`config.mk`:
```
export PLATFORM = sky130hd
export DESIGN_NAME = apb_req_arbiter
export DESIGN_NICKNAME = d
export VERILOG_FILES = /design/src/rtl/apb_arb_pkg.sv /design/src/rtl/apb_rr_arb.sv /design/src/rtl/apb_req_arbiter.sv
export SDC_FILE = /design/constraint.sdc
export NUM_CORES = 1
export LEC_CHECK = 0
export ABC_AREA = 1
export CORE_MARGIN = 8
export CORE_UTILIZATION = 55
export CTS_CLUSTER_DIAMETER = 100
export CTS_CLUSTER_SIZE = 24
export DETAILED_ROUTE_END_ITERATION = 16
export DONT_BUFFER_PORTS = 1
export PLACE_DENSITY = 0.79
export SYNTH_ARGS = -nofsm -noshare
export SYNTH_HDL_FRONTEND = slang
export SYNTH_SLANG_ARGS = --single-unit
```
`constraint.sdc`:
```
create_clock -name pclk -period 1.6 [get_ports pclk]
set_clock_uncertainty 0.15 [all_clocks]
set_input_delay 0.24 -clock pclk [delete_from_list [all_inputs] [get_ports pclk]]
set_output_delay 0.24 -clock pclk [all_outputs]
set_load 0.05 [all_outputs]
```
`src/rtl/apb_arb_pkg.sv`:
```
// apb_arb_pkg: shared FSM state encoding and default sizing for the APB request arbiter.
package apb_arb_pkg;

    localparam int DEF_ADDR_W   = 8;
    localparam int DEF_DATA_W   = 8;
    localparam int DEF_NUM_REGS = 8;
    localparam int DEF_TIMEOUT  = 16;

    typedef enum logic [2:0] {
        IDLE,
        SETUP,
        ACCESS,
        COMPLETE,
        REJECT
    } arb_state_e;

endpackage

```
`src/rtl/apb_rr_arb.sv`:
```
// apb_rr_arb: two-input round-robin grant; a tie goes to the requester not granted last.
module apb_rr_arb (
    input  logic       i_clk,
    input  logic       i_rst_n,
    input  logic [1:0] i_req,
    input  logic       i_take,
    output logic       o_gnt,
    output logic       o_any
);

    logic r_last;

    always_comb begin
        o_any = |i_req;
        o_gnt = 1'b0;
        case (i_req)
            2'b10:   o_gnt = 1'b1;
            2'b11:   o_gnt = ~r_last;
            default: o_gnt = 1'b0;
        endcase
    end

    // Reset value 1 lets requester 0 win the first tie.
    always_ff @(posedge i_clk) begin
        if (!i_rst_n) begin
            r_last <= 1'b1;
        end else if (i_take) begin
            r_last <= o_gnt;
        end
    end

endmodule

```
`src/rtl/apb_req_arbiter.sv`:
```
// apb_req_arbiter: two requesters share one APB master port through a round-robin grant.
// Define APB_ARB_TIMEOUT_EN to bound the ACCESS phase to TIMEOUT cycles.
module apb_req_arbiter
    import apb_arb_pkg::*;
#(
    parameter int ADDR_W   = DEF_ADDR_W,
    parameter int DATA_W   = DEF_DATA_W,
    parameter int NUM_REGS = DEF_NUM_REGS,
    parameter int TIMEOUT  = DEF_TIMEOUT
) (
    input  logic              pclk,
    input  logic              presetn,
    input  logic              req0_valid,
    input  logic              req0_write,
    input  logic [ADDR_W-1:0] req0_addr,
    input  logic [DATA_W-1:0] req0_wdata,
    output logic              req0_done,
    output logic [DATA_W-1:0] req0_rdata,
    output logic              req0_err,
    input  logic              req1_valid,
    input  logic              req1_write,
    input  logic [ADDR_W-1:0] req1_addr,
    input  logic [DATA_W-1:0] req1_wdata,
    output logic              req1_done,
    output logic [DATA_W-1:0] req1_rdata,
    output logic              req1_err,
    output logic              psel,
    output logic              penable,
    output logic              pwrite,
    output logic [ADDR_W-1:0] paddr,
    output logic [DATA_W-1:0] pwdata,
    input  logic [DATA_W-1:0] prdata,
    input  logic              pready,
    input  logic              pslverr
);

    localparam logic [ADDR_W:0] LP_ADDR_LIMIT = (ADDR_W + 1)'(NUM_REGS);

    if (TIMEOUT < 1 || NUM_REGS < 1) begin : g_param_check
        $error("apb_req_arbiter: TIMEOUT and NUM_REGS must be positive");
    end

    arb_state_e        r_state;
    arb_state_e        w_next_state;
    logic              w_gnt;
    logic              w_any;
    logic              w_take;
    logic              w_timeout;
    logic              w_finish;
    logic              w_bad_addr;
    logic              w_sel_write;
    logic [ADDR_W-1:0] w_sel_addr;
    logic [DATA_W-1:0] w_sel_wdata;

    logic              r_gnt;
    logic              r_write;
    logic [ADDR_W-1:0] r_addr;
    logic [DATA_W-1:0] r_wdata;
    logic              r_psel;
    logic              r_penable;
    logic [1:0]        r_done;
    logic [1:0]        r_err;
    logic [DATA_W-1:0] r_rdata [2];

    apb_rr_arb u_rr_arb (
        .i_clk   (pclk),
        .i_rst_n (presetn),
        .i_req   ({req1_valid, req0_valid}),
        .i_take  (w_take),
        .o_gnt   (w_gnt),
        .o_any   (w_any)
    );

    assign w_sel_write = w_gnt ? req1_write : req0_write;
    assign w_sel_addr  = w_gnt ? req1_addr  : req0_addr;
    assign w_sel_wdata = w_gnt ? req1_wdata : req0_wdata;
    assign w_bad_addr  = ({1'b0, w_sel_addr} >= LP_ADDR_LIMIT);

`ifdef APB_ARB_TIMEOUT_EN
    localparam int TCNT_W = $clog2(TIMEOUT + 1);

    logic [TCNT_W-1:0] r_tcnt;

    // Counts consecutive ACCESS cycles; cleared whenever the phase is left or not yet entered.
    always_ff @(posedge pclk) begin
        if (!presetn) begin
            r_tcnt <= '0;
        end else if (r_state == ACCESS && w_next_state == ACCESS) begin
            r_tcnt <= r_tcnt + 1'b1;
        end else begin
            r_tcnt <= '0;
        end
    end

    assign w_timeout = (r_state == ACCESS) && !pready && (r_tcnt == TCNT_W'(TIMEOUT - 1));
`else
    assign w_timeout = 1'b0;
`endif

    always_comb begin
        w_next_state = r_state;
        w_take       = 1'b0;
        case (r_state)
            IDLE: begin
                if (w_any) begin
                    w_take       = 1'b1;
                    w_next_state = w_bad_addr ? REJECT : SETUP;
                end
            end
            SETUP:    w_next_state = ACCESS;
            ACCESS: begin
                if (pready || w_timeout) begin
                    w_next_state = COMPLETE;
                end
            end
            COMPLETE: w_next_state = IDLE;
            REJECT:   w_next_state = IDLE;
            default:  w_next_state = IDLE;
        endcase
    end

    assign w_finish = (r_state == ACCESS) && (w_next_state == COMPLETE);

    // All outputs are registered from the next state so no input reaches an output combinationally.
    always_ff @(posedge pclk) begin
        if (!presetn) begin
            r_state    <= IDLE;
            r_gnt      <= 1'b0;
            r_write    <= 1'b0;
            r_addr     <= '0;
            r_wdata    <= '0;
            r_psel     <= 1'b0;
            r_penable  <= 1'b0;
            r_done     <= '0;
            r_err      <= '0;
            r_rdata[0] <= '0;
            r_rdata[1] <= '0;
        end else begin
            r_state   <= w_next_state;
            r_psel    <= (w_next_state == SETUP) || (w_next_state == ACCESS);
            r_penable <= (w_next_state == ACCESS);
            r_done    <= '0;
            r_err     <= '0;
            if (w_take) begin
                r_gnt   <= w_gnt;
                r_write <= w_sel_write;
                r_addr  <= w_sel_addr;
                r_wdata <= w_sel_wdata;
            end
            if (w_take && w_bad_addr) begin
                r_done[w_gnt] <= 1'b1;
                r_err[w_gnt]  <= 1'b1;
            end
            if (w_finish) begin
                r_done[r_gnt] <= 1'b1;
                r_err[r_gnt]  <= w_timeout | pslverr;
                if (pready && !r_write) begin
                    r_rdata[r_gnt] <= prdata;
                end
            end
        end
    end

    assign psel       = r_psel;
    assign penable    = r_penable;
    assign pwrite     = r_write;
    assign paddr      = r_addr;
    assign pwdata     = r_wdata;
    assign req0_done  = r_done[0];
    assign req1_done  = r_done[1];
    assign req0_err   = r_err[0];
    assign req1_err   = r_err[1];
    assign req0_rdata = r_rdata[0];
    assign req1_rdata = r_rdata[1];

endmodule
```
# Word-level counts from Yosys, hierarchy flattened
# Memory sizes are Yosys's and may differ from the RTL's.
# Index checks and enable logic that the tools add are counted.
[totals]
ff_bits = 28
ram_bits = 16
in_bits = 48
wordCells = 62
memories = 1
[classes]
order_cmp = 5
eq_ne = 7
n_mux = 27
bitwise_logic = 2
n_reduce_logical = 10
[memory_table]
columns = ["memory", "depth", "word_bits", "read_ports", "rd_clocked_by_memory_dff", "wr", "line", "rtl"]
rows = [
  ["r_rdata", 2, 8, 2, 0, 2, "apb_req_arbiter.sv:63", "logic [DATA_W-1:0] r_rdata [2];"],
]
[ops]
columns = ["cell", "n"]
rows = [
  ["$mux W8", 3],
  ["$mux W1", 12],
  ["$eq A3 B2 Y1 const B", 3],
  ["$mux W3", 3],
  ["$pmux W3 S3", 1],
  ["$ge A8 B4 Y1 const B", 1],
  ["$mux W2", 4],
  ["$reduce_or A8 Y1", 1],
  ["$eq A3 B1 Y1 const B", 2],
  ["$logic_and A1 B1 Y1", 5],
  ["$eq A2 B2 Y1 const B", 2],
  ["$lt A1 B2 Y1 const B", 2],
  ["$logic_not A3 Y1", 1],
  ["$bwmux W2", 1],
  ["$demux W1 S1", 2],
  ["$ge A1 B1 Y1 const B", 2],
  ["$or A2 B2 Y2", 1],
  ["$pmux W1 S2", 1],
  ["$reduce_or A2 Y1", 1],
  ["$logic_not A1 Y1", 1],
  ["$logic_or A1 B1 Y1", 1],
  ["$not A1 Y1", 1],
]

# Depth between registers and ports, before layout
[logic_depth]
ltp_word = 14
depth_mapped = 11

# Cells and area by module
# A second synthesis with hierarchy kept.
[hier_totals]
cells_unflattened = 205
hier_area_um2 = 1815.5
[by_module_without_submodules]
columns = ["module", "instances", "cells_each", "area_per_inst_um2", "seq_area_each_um2"]
rows = [
  ["apb_req_arbiter", 1, 196, 1756.7, 1021.0],
  ["apb_rr_arb", 1, 9, 58.8, 20.0],
]

# Worst setup path after synthesis
# Ideal clock, no wire load.
[synth_path]
kind = "register to register"
from = "reg r_write, in the netlist pwrite"
to = "mem r_rdata[1][0] (netlist name) (enable)"
setup_ns = 0.329
t_arrival_ns = 1.252
required_time_ns = 1.121
slack_ns = -0.130
stages_incl_launch_ff = 4
path_buffers = 0
period_less_slack_ns = 1.730
path_cell_list = "dfxtp_1 -> nor2_1 -> nand4_2 -> nand2_1"
[synth_rtl]
columns = ["item", "line", "rtl"]
rows = [
  ["from (decl)", "apb_req_arbiter.sv:56", "logic r_write;"],
  ["from (signal assigned)", "apb_req_arbiter.sv:146", "r_write <= w_sel_write;"],
  ["to (decl)", "apb_req_arbiter.sv:63", ""],
]

==> reports/metrics.csv <==
metric;value;unit
start_kind;input pin;
path_class;input pin to flip-flop;
hold_path_class;input pin to flip-flop;
placed_cell_area;2010;um2
route.detailed.drc;0;
holdWs;0.0144;ns
dr.pass1.iters;5;
p_sw_share;35.8;%
min_period;1.63;ns
grt_use_total;20.5;%
cts_tree;yes;
clock-root-buffer;clkbuf_4;
critPathRequiredTime;1.74;ns
worstSkewPairLatency;0.36;ns
nets;326;
gr-max-usage-layer;met2;
fin_crit_sh;102;%
detailed_place_hpwl;3350;um
clock_sinks;44;
vdd_ir_drop_max;782;uV
gr-total-overflow;0;
met2_usage;34.4;%
coreArea;3080;um2
synthesis.area;1800;um2
ff2ff_setup_slack;0;ns
drt-total-wl;6690;um
place.gp.congestion;0.777;
worstPathArrival;1.77;ns
seq_area_frac_synth;57.8;%
met1_usage;21.1;%
clock_path_buffers;2;
p_switching;0.934;mW
clk_pin_slew_worst_paths;0.13;ns
seqPwrFrac;52.3;%
timing.fmax;613;MHz
violations;negative setup slack;
synthFlopType;dfxtp_1;
hold_viol;0;
detailedPlace.worstSlack;0.0412;ns
leakagePower;1.20;nW
antenna_found_initial;0;
ys_warn_count;0;
avgSynthCellArea;8.83;um2
antennaDiodeCount;0;
routed_via_density;5.81;
p_clk_share;20.6;%
worst_pin_slew;0.685;ns
async_flop_share;0;%
drive_above_1_share;24.4;%
p_int;1.67;mW
wire_per_inst;20.7;um
grt_max_degree;22;
die-area;5360;um2
synth_cell_types;25;
seq_area;1040;um2
antenna_left;0;
initial_core_util;58.5;%
crit_path_max_fanout;20;
finalSetupViolCount;1;
syn_nets;252;
endpoint_kind;flip-flop;
max_cap_violations;0;
nFillCells;143;
synth_top_cell_by_area;dfxtp_1;
slew_headroom;54.2;%
numCtsBuffers;5;
multiInputGateArea;708;um2
p_comb_share;27.1;%
rows;20;
num_vias;1877;
ys_seq_elements;44;
first_iter_violations;130;
final_area;2680;um2
grt_pass1_wl;8350;um
layout_setup_ws;-0.0304;ns
synthTopCellsByArea;dfxtp_1 (31%), edfxtp_1 (27%), a21oi_1 (8.3%);
cts_max_level;2;
syn_inst;204;
portBuffers;0;
syn2layout_area_growth;48.9;%
ioPinCount;87;
fp.dieH;73.2;um
finalMaxSlewViolations;0;
first_global_vias;1756;
synth_top_area_share;31.1;%
die_x;73.2;um
power_density;973;nW/um2
grtUsageMet3;10.2;%
status;complete, but fails checks;
synth_enable_flop_cells;16;
[placed cells by master (no fill, tap or decap), types with 5 or more instances in the layout]
master         count
o21ai_0           16
inv_1             17
nor2_2             6
a21oi_1           29
clkbuf_4           5
nand2_1           36
dfxtp_1           25
dlygate4sd3_1     45
nor2_1            19
buf_4             24
edfxtp_1          16
[timing repair]
item                                    CTS  global route
endpoints found under the hold margin    44             9
buffers inserted                          0             5
endpoints found under the setup margin    0            21
hold buffers                             44             1
gates resized for setup                   0            19
[through the flow]
stage                     power [mW]  cells  util (%)  setup TNS [ns]
after CTS                       2.47    315      81.4               0
after detailed placement        1.87    263      65.2               0
after global routing            2.69    323      87.1          -0.506
after global placement          1.85    263      65.2               0
after floorplan                 1.73    204         -               0
final                           2.61    323      87.1         -0.0304
[cell usage after synthesis, types with 2 or more instances]
cell type / n
a31oi_1: 3
edfxtp_1: 16
nand4_2: 2
inv_1: 19
a21oi_1: 30
nand2_1: 40
clkbuf_1: 3
nor2_2: 5
dfxtp_1: 28
nand2_2: 2
o21ai_0: 16
nor2_1: 21
nand3_1: 7
[kinds of logic (layout without fill, tap and decap cells)]
| family | after synthesis | count (layout) | share of synthesized area (%) |
|---|---|---|---|
| AND/OR/NAND/NOR | 82 | 82 | 21.8 |
| buffers and inverters | 28 | 103 | 6.32 |
| AO/OA/AOI/OAI | 50 | 50 | 14.1 |
| flip-flops | 44 | 44 | 57.8 |
[power groups by stage]
stage	registers (mW)	logic (mW)	clock network (mW)
floorplan	1.55	0.188	0
global placement	1.38	0.472	0
detailed placement	1.38	0.485	0
CTS	1.36	0.577	0.535
global route	1.37	0.739	0.578
finish	1.36	0.707	0.536
[critical path, stage by stage]
cell	delay, ns
dlygate4sd3_1	0.98
o21ai_0	0.30
a31oi_1	0.25
[metal layers]
layer / share of wire, % / vias up
met5: 0 / -
met4: 4.9 / 0
met3: 13 / 38
met2: 48 / 158
met1: 34 / 859
li1: - / 822
[final cells by class]
cell class              instances  share of cell area (%)
clock buffers                   5                    1.40
clock inverters                 3                   0.700
inverters                      21                    3.13
multi-input cells             132                    26.4
flip-flops and latches         44                    39.0
well taps                      44                    2.05
repair buffers                 74                    27.3
[sequential cells by signal, summed over array words and instances (netlist names)]
signal / cells
r_state: 3
psel: 1
pwrite: 1
r_err: 2
r_done: 2
paddr: 8
penable: 1
u_rr_arb.r_last: 1
r_gnt: 1
pwdata: 8
r_rdata: 16
[final timing paths]
| kind | start | to | cells past startpoint |
|---|---|---|---|
| max | presetn | paddr[5] | 3 |
| min | pready | r_state[0] | 3 |
| max reg2reg | u_rr_arb.r_last | r_err[1] | 11 |
| min reg2reg | u_rr_arb.r_last | u_rr_arb.r_last | 2 |
Note: power is estimated with default switching activity, not from simulation.
